## src/rtl/tape_pkg.sv

```systemverilog
// Shared types and defaults for the synthesised cassette playback source.
package tape_pkg;

  typedef enum logic [1:0] {
    IDLE,
    LEADER,
    SYNC,
    DATA
  } tape_state_t;

  localparam logic [7:0] TAPE_SYNC_BYTE    = 8'hE6;
  localparam int         TAPE_LEADER_BYTES = 256;

endpackage

```

## src/rtl/tape_bit_shifter.sv

```systemverilog
// Manchester byte serialiser: 8-bit shifter, half-bit timer, half-bit counter.
// Each bit goes out as ~b then b, MSB first. At the end of the last half-bit
// it freezes in place (level held, timer stopped) until the next load.
module tape_bit_shifter
  import tape_pkg::*;
#(
  parameter int HALF_CLKS = 32000
) (
  input  logic       clk_sys,
  input  logic       reset,
  input  logic       clr,
  input  logic       en,
  input  logic       load,
  input  logic [7:0] load_byte,
  output logic       level,
  output logic       byte_done
);

  localparam logic [15:0] HALF_RELOAD = 16'(HALF_CLKS - 1);

  logic [7:0]  sh;
  logic [15:0] half_cnt;
  logic [3:0]  hb_cnt;
  logic [3:0]  hb_nxt;
  logic [2:0]  bit_idx;
  logic        bit_val;

  // Last cycle of the final half-bit of the current byte.
  assign byte_done = en && (half_cnt == '0) && (hb_cnt == 4'd15);

  // Bit shown during the next half-bit: half-bits 2k,2k+1 carry bit 7-k.
  assign hb_nxt  = hb_cnt + 4'd1;
  assign bit_idx = ~hb_nxt[3:1];
  assign bit_val = sh[bit_idx];

  // Timer/shifter: clear beats load beats timed advance; frozen when en is low.
  always_ff @(posedge clk_sys or posedge reset) begin
    if (reset) begin
      sh       <= '0;
      half_cnt <= '0;
      hb_cnt   <= 4'd15;
      level    <= 1'b0;
    end else if (clr) begin
      sh       <= '0;
      half_cnt <= '0;
      hb_cnt   <= 4'd15;
      level    <= 1'b0;
    end else if (load) begin
      sh       <= load_byte;
      half_cnt <= HALF_RELOAD;
      hb_cnt   <= 4'd0;
      level    <= ~load_byte[7];
    end else if (en) begin
      if (half_cnt != '0) begin
        half_cnt <= half_cnt - 16'd1;
      end else if (hb_cnt != 4'd15) begin
        half_cnt <= HALF_RELOAD;
        hb_cnt   <= hb_nxt;
        level    <= hb_nxt[0] ? bit_val : ~bit_val;
      end
    end
  end

endmodule

```

## src/rtl/tape_player.sv

```systemverilog
// Tape playback source: leader, sync byte, then file bytes fetched from the
// loader buffer through a single-entry prefetch register.
module tape_player
  import tape_pkg::*;
#(
  parameter int         HALF_CLKS    = 32000,
  parameter int         LEADER_BYTES = TAPE_LEADER_BYTES,
  parameter logic [7:0] SYNC_BYTE    = TAPE_SYNC_BYTE
) (
  input  logic        clk_sys,
  input  logic        reset,
  input  logic        start,
  input  logic        stop,
  input  logic [15:0] len,
  output logic        rd_req,
  output logic [15:0] rd_addr,
  input  logic [7:0]  rd_data,
  input  logic        rd_ack,
  output logic        tape_out,
  output logic        busy,
  output logic        done
);

  localparam logic [15:0] LEADER_LAST = 16'(LEADER_BYTES - 1);

  tape_state_t state;
  logic [15:0] leader_cnt;
  logic [15:0] len_r;
  logic [7:0]  hold_byte;
  logic        hold_valid;
  logic        stall;

  logic        sh_clr;
  logic        sh_en;
  logic        sh_load;
  logic [7:0]  sh_byte;
  logic        byte_done;

  logic        ack_ok;
  logic        avail;
  logic        need;
  logic        more;
  logic [7:0]  next_byte;

  // Only an ack answering our own request counts; stray acks are dropped.
  assign ack_ok    = rd_req && rd_ack;
  // A byte arriving on the boundary cycle is used directly, bypassing the holder.
  assign avail     = hold_valid || ack_ok;
  assign next_byte = hold_valid ? hold_byte : rd_data;
  // rd_addr counts bytes already handed to the shifter.
  assign more      = (rd_addr != len_r);
  assign need      = byte_done || stall;
  // Timer runs through leader/sync/data, frozen while waiting on an underrun.
  assign sh_en     = (state == LEADER) || (((state == SYNC) || (state == DATA)) && !stall);

  tape_bit_shifter #(
    .HALF_CLKS (HALF_CLKS)
  ) u_shifter (
    .clk_sys   (clk_sys),
    .reset     (reset),
    .clr       (sh_clr),
    .en        (sh_en),
    .load      (sh_load),
    .load_byte (sh_byte),
    .level     (tape_out),
    .byte_done (byte_done)
  );

  // Shifter load/clear strobes, issued on the edge that ends each byte.
  always_comb begin
    sh_clr  = 1'b0;
    sh_load = 1'b0;
    sh_byte = 8'h00;
    case (state)
      IDLE: begin
        if (start) sh_load = 1'b1;
      end
      LEADER: begin
        if (byte_done) begin
          sh_load = 1'b1;
          sh_byte = (leader_cnt == '0) ? SYNC_BYTE : 8'h00;
        end
      end
      SYNC, DATA: begin
        if (need) begin
          if (!more) begin
            sh_clr = 1'b1;
          end else if (avail) begin
            sh_load = 1'b1;
            sh_byte = next_byte;
          end
        end
      end
      default: sh_clr = 1'b1;
    endcase
    if (stop) begin
      sh_load = 1'b0;
      sh_clr  = 1'b1;
    end
  end

  // Main FSM with prefetch holder and address counter; stop overrides all.
  always_ff @(posedge clk_sys or posedge reset) begin
    if (reset) begin
      state      <= IDLE;
      busy       <= 1'b0;
      done       <= 1'b0;
      rd_req     <= 1'b0;
      rd_addr    <= '0;
      leader_cnt <= '0;
      len_r      <= '0;
      hold_byte  <= '0;
      hold_valid <= 1'b0;
      stall      <= 1'b0;
    end else begin
      done <= 1'b0;
      if (stop) begin
        state      <= IDLE;
        busy       <= 1'b0;
        rd_req     <= 1'b0;
        rd_addr    <= '0;
        hold_valid <= 1'b0;
        stall      <= 1'b0;
      end else begin
        case (state)
          IDLE: begin
            if (start) begin
              state      <= LEADER;
              busy       <= 1'b1;
              leader_cnt <= LEADER_LAST;
              len_r      <= len;
              rd_addr    <= '0;
              hold_valid <= 1'b0;
              stall      <= 1'b0;
            end
          end
          LEADER: begin
            if (byte_done) begin
              if (leader_cnt == '0) begin
                state   <= SYNC;
                rd_addr <= '0;
                rd_req  <= (len_r != '0);
              end else begin
                leader_cnt <= leader_cnt - 16'd1;
              end
            end
          end
          SYNC, DATA: begin
            if (ack_ok) begin
              hold_byte  <= rd_data;
              hold_valid <= 1'b1;
              rd_req     <= 1'b0;
            end
            if (need) begin
              if (!more) begin
                state <= IDLE;
                busy  <= 1'b0;
                done  <= 1'b1;
                stall <= 1'b0;
              end else if (avail) begin
                state      <= DATA;
                stall      <= 1'b0;
                hold_valid <= 1'b0;
                rd_addr    <= rd_addr + 16'd1;
                rd_req     <= ((rd_addr + 16'd1) != len_r);
              end else begin
                state <= DATA;
                stall <= 1'b1;
              end
            end
          end
          default: state <= IDLE;
        endcase
      end
    end
  end

endmodule

```

## config.mk

```make
export PLATFORM = sky130hd
export DESIGN_NAME = tape_player
export DESIGN_NICKNAME = d
export VERILOG_FILES = /design/src/rtl/tape_pkg.sv /design/src/rtl/tape_bit_shifter.sv /design/src/rtl/tape_player.sv
export SDC_FILE = /design/constraint.sdc
export NUM_CORES = 1
export LEC_CHECK = 0
export ABC_CLOCK_PERIOD_IN_PS = 3180
export BUFFER_PORTS_ARGS = -buffer_cell sky130_fd_sc_hd__buf_2
export CAP_MARGIN = 20
export CORE_MARGIN = 1.5
export CORE_UTILIZATION = 60
export DETAILED_ROUTE_END_ITERATION = 8
export PLACE_DENSITY = 0.9
export SLEW_MARGIN = 20
export SYNTH_ARGS = -nofsm -noshare
export SYNTH_HDL_FRONTEND = slang
export SYNTH_SLANG_ARGS = --single-unit
```

## constraint.sdc

```tcl
create_clock -name clk_sys -period 3.18 [get_ports clk_sys]
set_input_delay 0.477 -clock clk_sys [delete_from_list [all_inputs] [get_ports clk_sys]]
set_output_delay 0.477 -clock clk_sys [all_outputs]
set_load 0.005 [all_outputs]
```

==> flow_metrics.py <==
metrics = {
    "status": {
        "outcome": "completed",
    },
    "grt": {
        "grt_pass1_wl_mm": 23.0,
        "antenna_found_initial": 0,
        "grt_overflow": 0,
        "grt_use_total_pct": 29.3,
        "grt_max_degree": 50,
        "grt_pass1_vias": 4765,
    },
    "yosys": {
        "async_flop_share_pct": 100,
        "seq_area_frac_synth_pct": 42.3,
        "mappedNetlistNets": 632,
        "synth.area.top_cells": "dfrtp_1 (40%), nand2_1 (6.1%), xor2_1 (4.2%)",
        "yosysTopAreaCell": "dfrtp_1",
        "synth-warning-count": 0,
        "synthFlopType": "dfrtp_1",
        "synth.distinct_cells": 69,
        "syn_inst": 599,
        "syn_area_per_cell_um2": 9.11,
        "ys_ff_latch": 92,
        "synth_top_area_share_pct": 40.4,
        "netlist_area_um2": 5460,
        "synth_edf_count": 0,
    },
    "sta": {
        "clock.fmax_ghz": 0.353,
        "setup_viol": 0,
        "slew_headroom_pct": 29.1,
        "fin_crit_sh_pct": 89.2,
        "slew_viol_final": 0,
        "fin_skew_ns": 0.0119,
        "tightestPinTransition_ns": 1.05,
        "setup_tns_ns": 0,
        "post-route-min-period_ns": 2.84,
        "rsz0062_at_grt": "no",
        "hold_viol_final": 0,
    },
    "floorplan": {
        "rows": 34,
        "io_pins": 49,
        "core_area_um2": 8760,
        "die_x_um": 98.4,
        "initial_core_util_pct": 62.3,
        "fp.dieH_um": 98.4,
        "die_area_um2": 9670,
    },
    "setup_path": {
        "startpoint_type": "flip-flop",
        "critPathMaxStageDelay_ns": 0.45,
        "cp_slowest_cell": "or4_1",
        "cp_max_fo": 13,
        "arrival_ns": 3.13,
        "crit_chain": "inv_1 -> ha_1 -> nor3b_1 -> nand2_1 -> nor4_4 -> a31o_2 -> nand3_1 -> or4_1 -> a21oi_1",
        "r2r_cells": 9,
        "critical_path_class": "reg2reg",
        "reg2reg_from": "u_shifter.half_cnt[0]$_DFFE_PP0P_",
        "end_kind": "flip-flop",
        "rr_endpoint": "leader_cnt[9]$_DFFE_PP0P_",
        "crit_family": "simple AND/OR/NAND/NOR gates",
        "reg2reg_slack_ns": 0.34,
        "crit_required_ns": 3.47,
        "cp_num_buf_inv": 1,
    },
    "routing": {
        "dr.pass1.iters": 5,
        "drt-initial-drc-count": 380,
        "drc": 0,
        "finalWirelength_mm": 13.8,
        "wl_per_cell_um": 18.2,
        "num_vias": 4883,
        "routed_via_density": 6.44,
        "ant_nets": 0,
    },
    "layout": {
        "ff_latch_area_um2": 2310,
        "area_growth_pct": 10.7,
        "fill_cells": 677,
        "layout_commonest_cell": "nand2_1",
        "final_cell_mix": "nand2_1 (89), dfrtp_1 (88), buf_2 (48), nor2_1 (39), a21oi_1 (39)",
        "multiInputGateArea_um2": 2970,
        "final_nets": 678,
        "drive_gt1_share_pct": 17.2,
        "diodes": 0,
    },
    "pwr": {
        "p_leak_nw": 2.71,
        "power_density_nw_per_um2": 489,
        "p_total_mw": 2.95,
        "irDropWorstVdd_mv": 0.341,
    },
    "cts": {
        "ctsLongestPathBuffers": 2,
        "cts_hold_buf": 0,
        "insertion_delay_ns": 0.36,
        "post_cts_resized": 0,
        "htree_levels": 3,
        "cts_sinks": 92,
        "post_cts_buffers": 0,
        "cts_root_buffer": "clkbuf_8",
        "cts_buffers": 9,
        "cts_tree": "done",
        "clk_pin_slew_ns": 0.09,
    },
    "flow_run": {
        "maxCapViolCount": 0,
    },
    "place": {
        "portBuffers": 48,
        "gp_congestion": 0.950,
        "dp_hpwl_mm": 9.93,
    },
    "worst_hold_path": {
        "hp-class": "in2async",
    },
}
-- Yosys cell counts (all sizes together) (4+ instances only) --
cell,instances
a21oi,39
nor3,21
and2,5
a22o,4
dfstp,4
o211ai,6
nor4,9
nand4b,4
ha,4
nor2b,4
xnor2,19
and4,4
o31ai,5
and3,7
dfrtp,88
or4,13
nand2b,5
nor2,40
nand3,29
nor3b,4
inv,10
nand2,89
nand4,20
xor2,26
buf,11
mux2,9
a21boi,4
clkbuf,16
mux2i,12
or3,10
o21ai,37
-- worst max-delay path by stage --
| stage | to | cells after the start | from | slack, ns |
|---|---|---|---|---|
| final | leader_cnt[9]$_DFFE_PP0P_ | 9 | u_shifter.half_cnt[0]$_DFFE_PP0P_ | 0.34 |
| after global routing | leader_cnt[9]$_DFFE_PP0P_ | 9 | u_shifter.half_cnt[0]$_DFFE_PP0P_ | 0.12 |
| after CTS | leader_cnt[9]$_DFFE_PP0P_ | 9 | u_shifter.half_cnt[0]$_DFFE_PP0P_ | 0.37 |
| after detailed placement | leader_cnt[9]$_DFFE_PP0P_ | 9 | u_shifter.half_cnt[0]$_DFFE_PP0P_ | 0.38 |
| after global placement | leader_cnt[3]$_DFFE_PP0P_ | 9 | u_shifter.half_cnt[0]$_DFFE_PP0P_ | 0.49 |
| after floorplan | busy$_DFFE_PP0P_ | 1 | reset | 0.32 |
-- cell type report --
| type | instances | share of cell area [%] |
|---|---|---|
| Sequential cell | 92 | 38.2 |
| Tap cell | 108 | 2.24 |
| Inverter | 11 | 0.705 |
| Timing Repair Buffer | 62 | 5.93 |
| Clock inverter | 5 | 1.39 |
| Multi-Input combinational cell | 469 | 49.2 |
| Clock buffer | 11 | 2.34 |
-- worst reg2reg max path, stage by stage (launching register included) --
cell and delay, ns:
dfrtp_1 0.43, inv_1 0.08, ha_1 0.19, nor3b_1 0.28, nand2_1 0.17, nor4_4 0.42, a31o_2 0.37, nand3_1 0.22
or4_1 0.45, a21oi_1 0.16
-- sequential cells by signal, summed over array words and instances (netlist names) --
register / flops
leader_cnt: 16
len_r: 16
stall: 1
hold_byte: 8
done: 1
hold_valid: 1
state: 2
u_shifter.hb_cnt: 4
busy: 1
u_shifter.sh: 8
rd_addr: 16
rd_req: 1
u_shifter.level: 1
u_shifter.half_cnt: 16
-- layer usage --
layer / up-vias / routed length (um) / GRT usage, %
met2: 196 / 6810 / 47.1
li1: 2266 / - / -
met1: 2398 / 5930 / 41.3
met4: 0 / 172 / 9.32
met5: - / 0 / 0
met3: 23 / 891 / 4.29
-- stage by stage --
stage | cells | util [%] | hold WS [ns] | instance area, um^2 | setup slack, ns
CTS | 758 | 68.9 | 0.238 | 6040 | 0.366
detailed placement | 742 | 66.3 | 0.465 | 5810 | 0.384
floorplan | 599 | - | 0.444 | 5460 | 0.318
global route | 758 | 68.9 | 0.278 | 6040 | 0.118
finish | 758 | 68.9 | 0.227 | 6040 | 0.344
global placement | 742 | 66.3 | 0.454 | 5810 | 0.494
-- power breakdown --
part	switching (mW)	total (mW)	internal, mW
logic	0.394	0.645	0.251
registers	0.135	1.40	1.27
clock network	0.432	0.900	0.468
total	0.961	2.95	1.99
-- logic make-up after synthesis --
| group | synth area share (%) |
|---|---|
| AO/OA/AOI/OAI | 15.0 |
| buffers and inverters | 3.28 |
| adder cells (fa/ha/maj) | 0.917 |
| multiplexers | 4.47 |
| XOR/XNOR | 7.22 |
| AND/OR/NAND/NOR | 26.8 |
| flip-flops | 42.3 |
No activity file was read; power rests on OpenSTA's default activity.
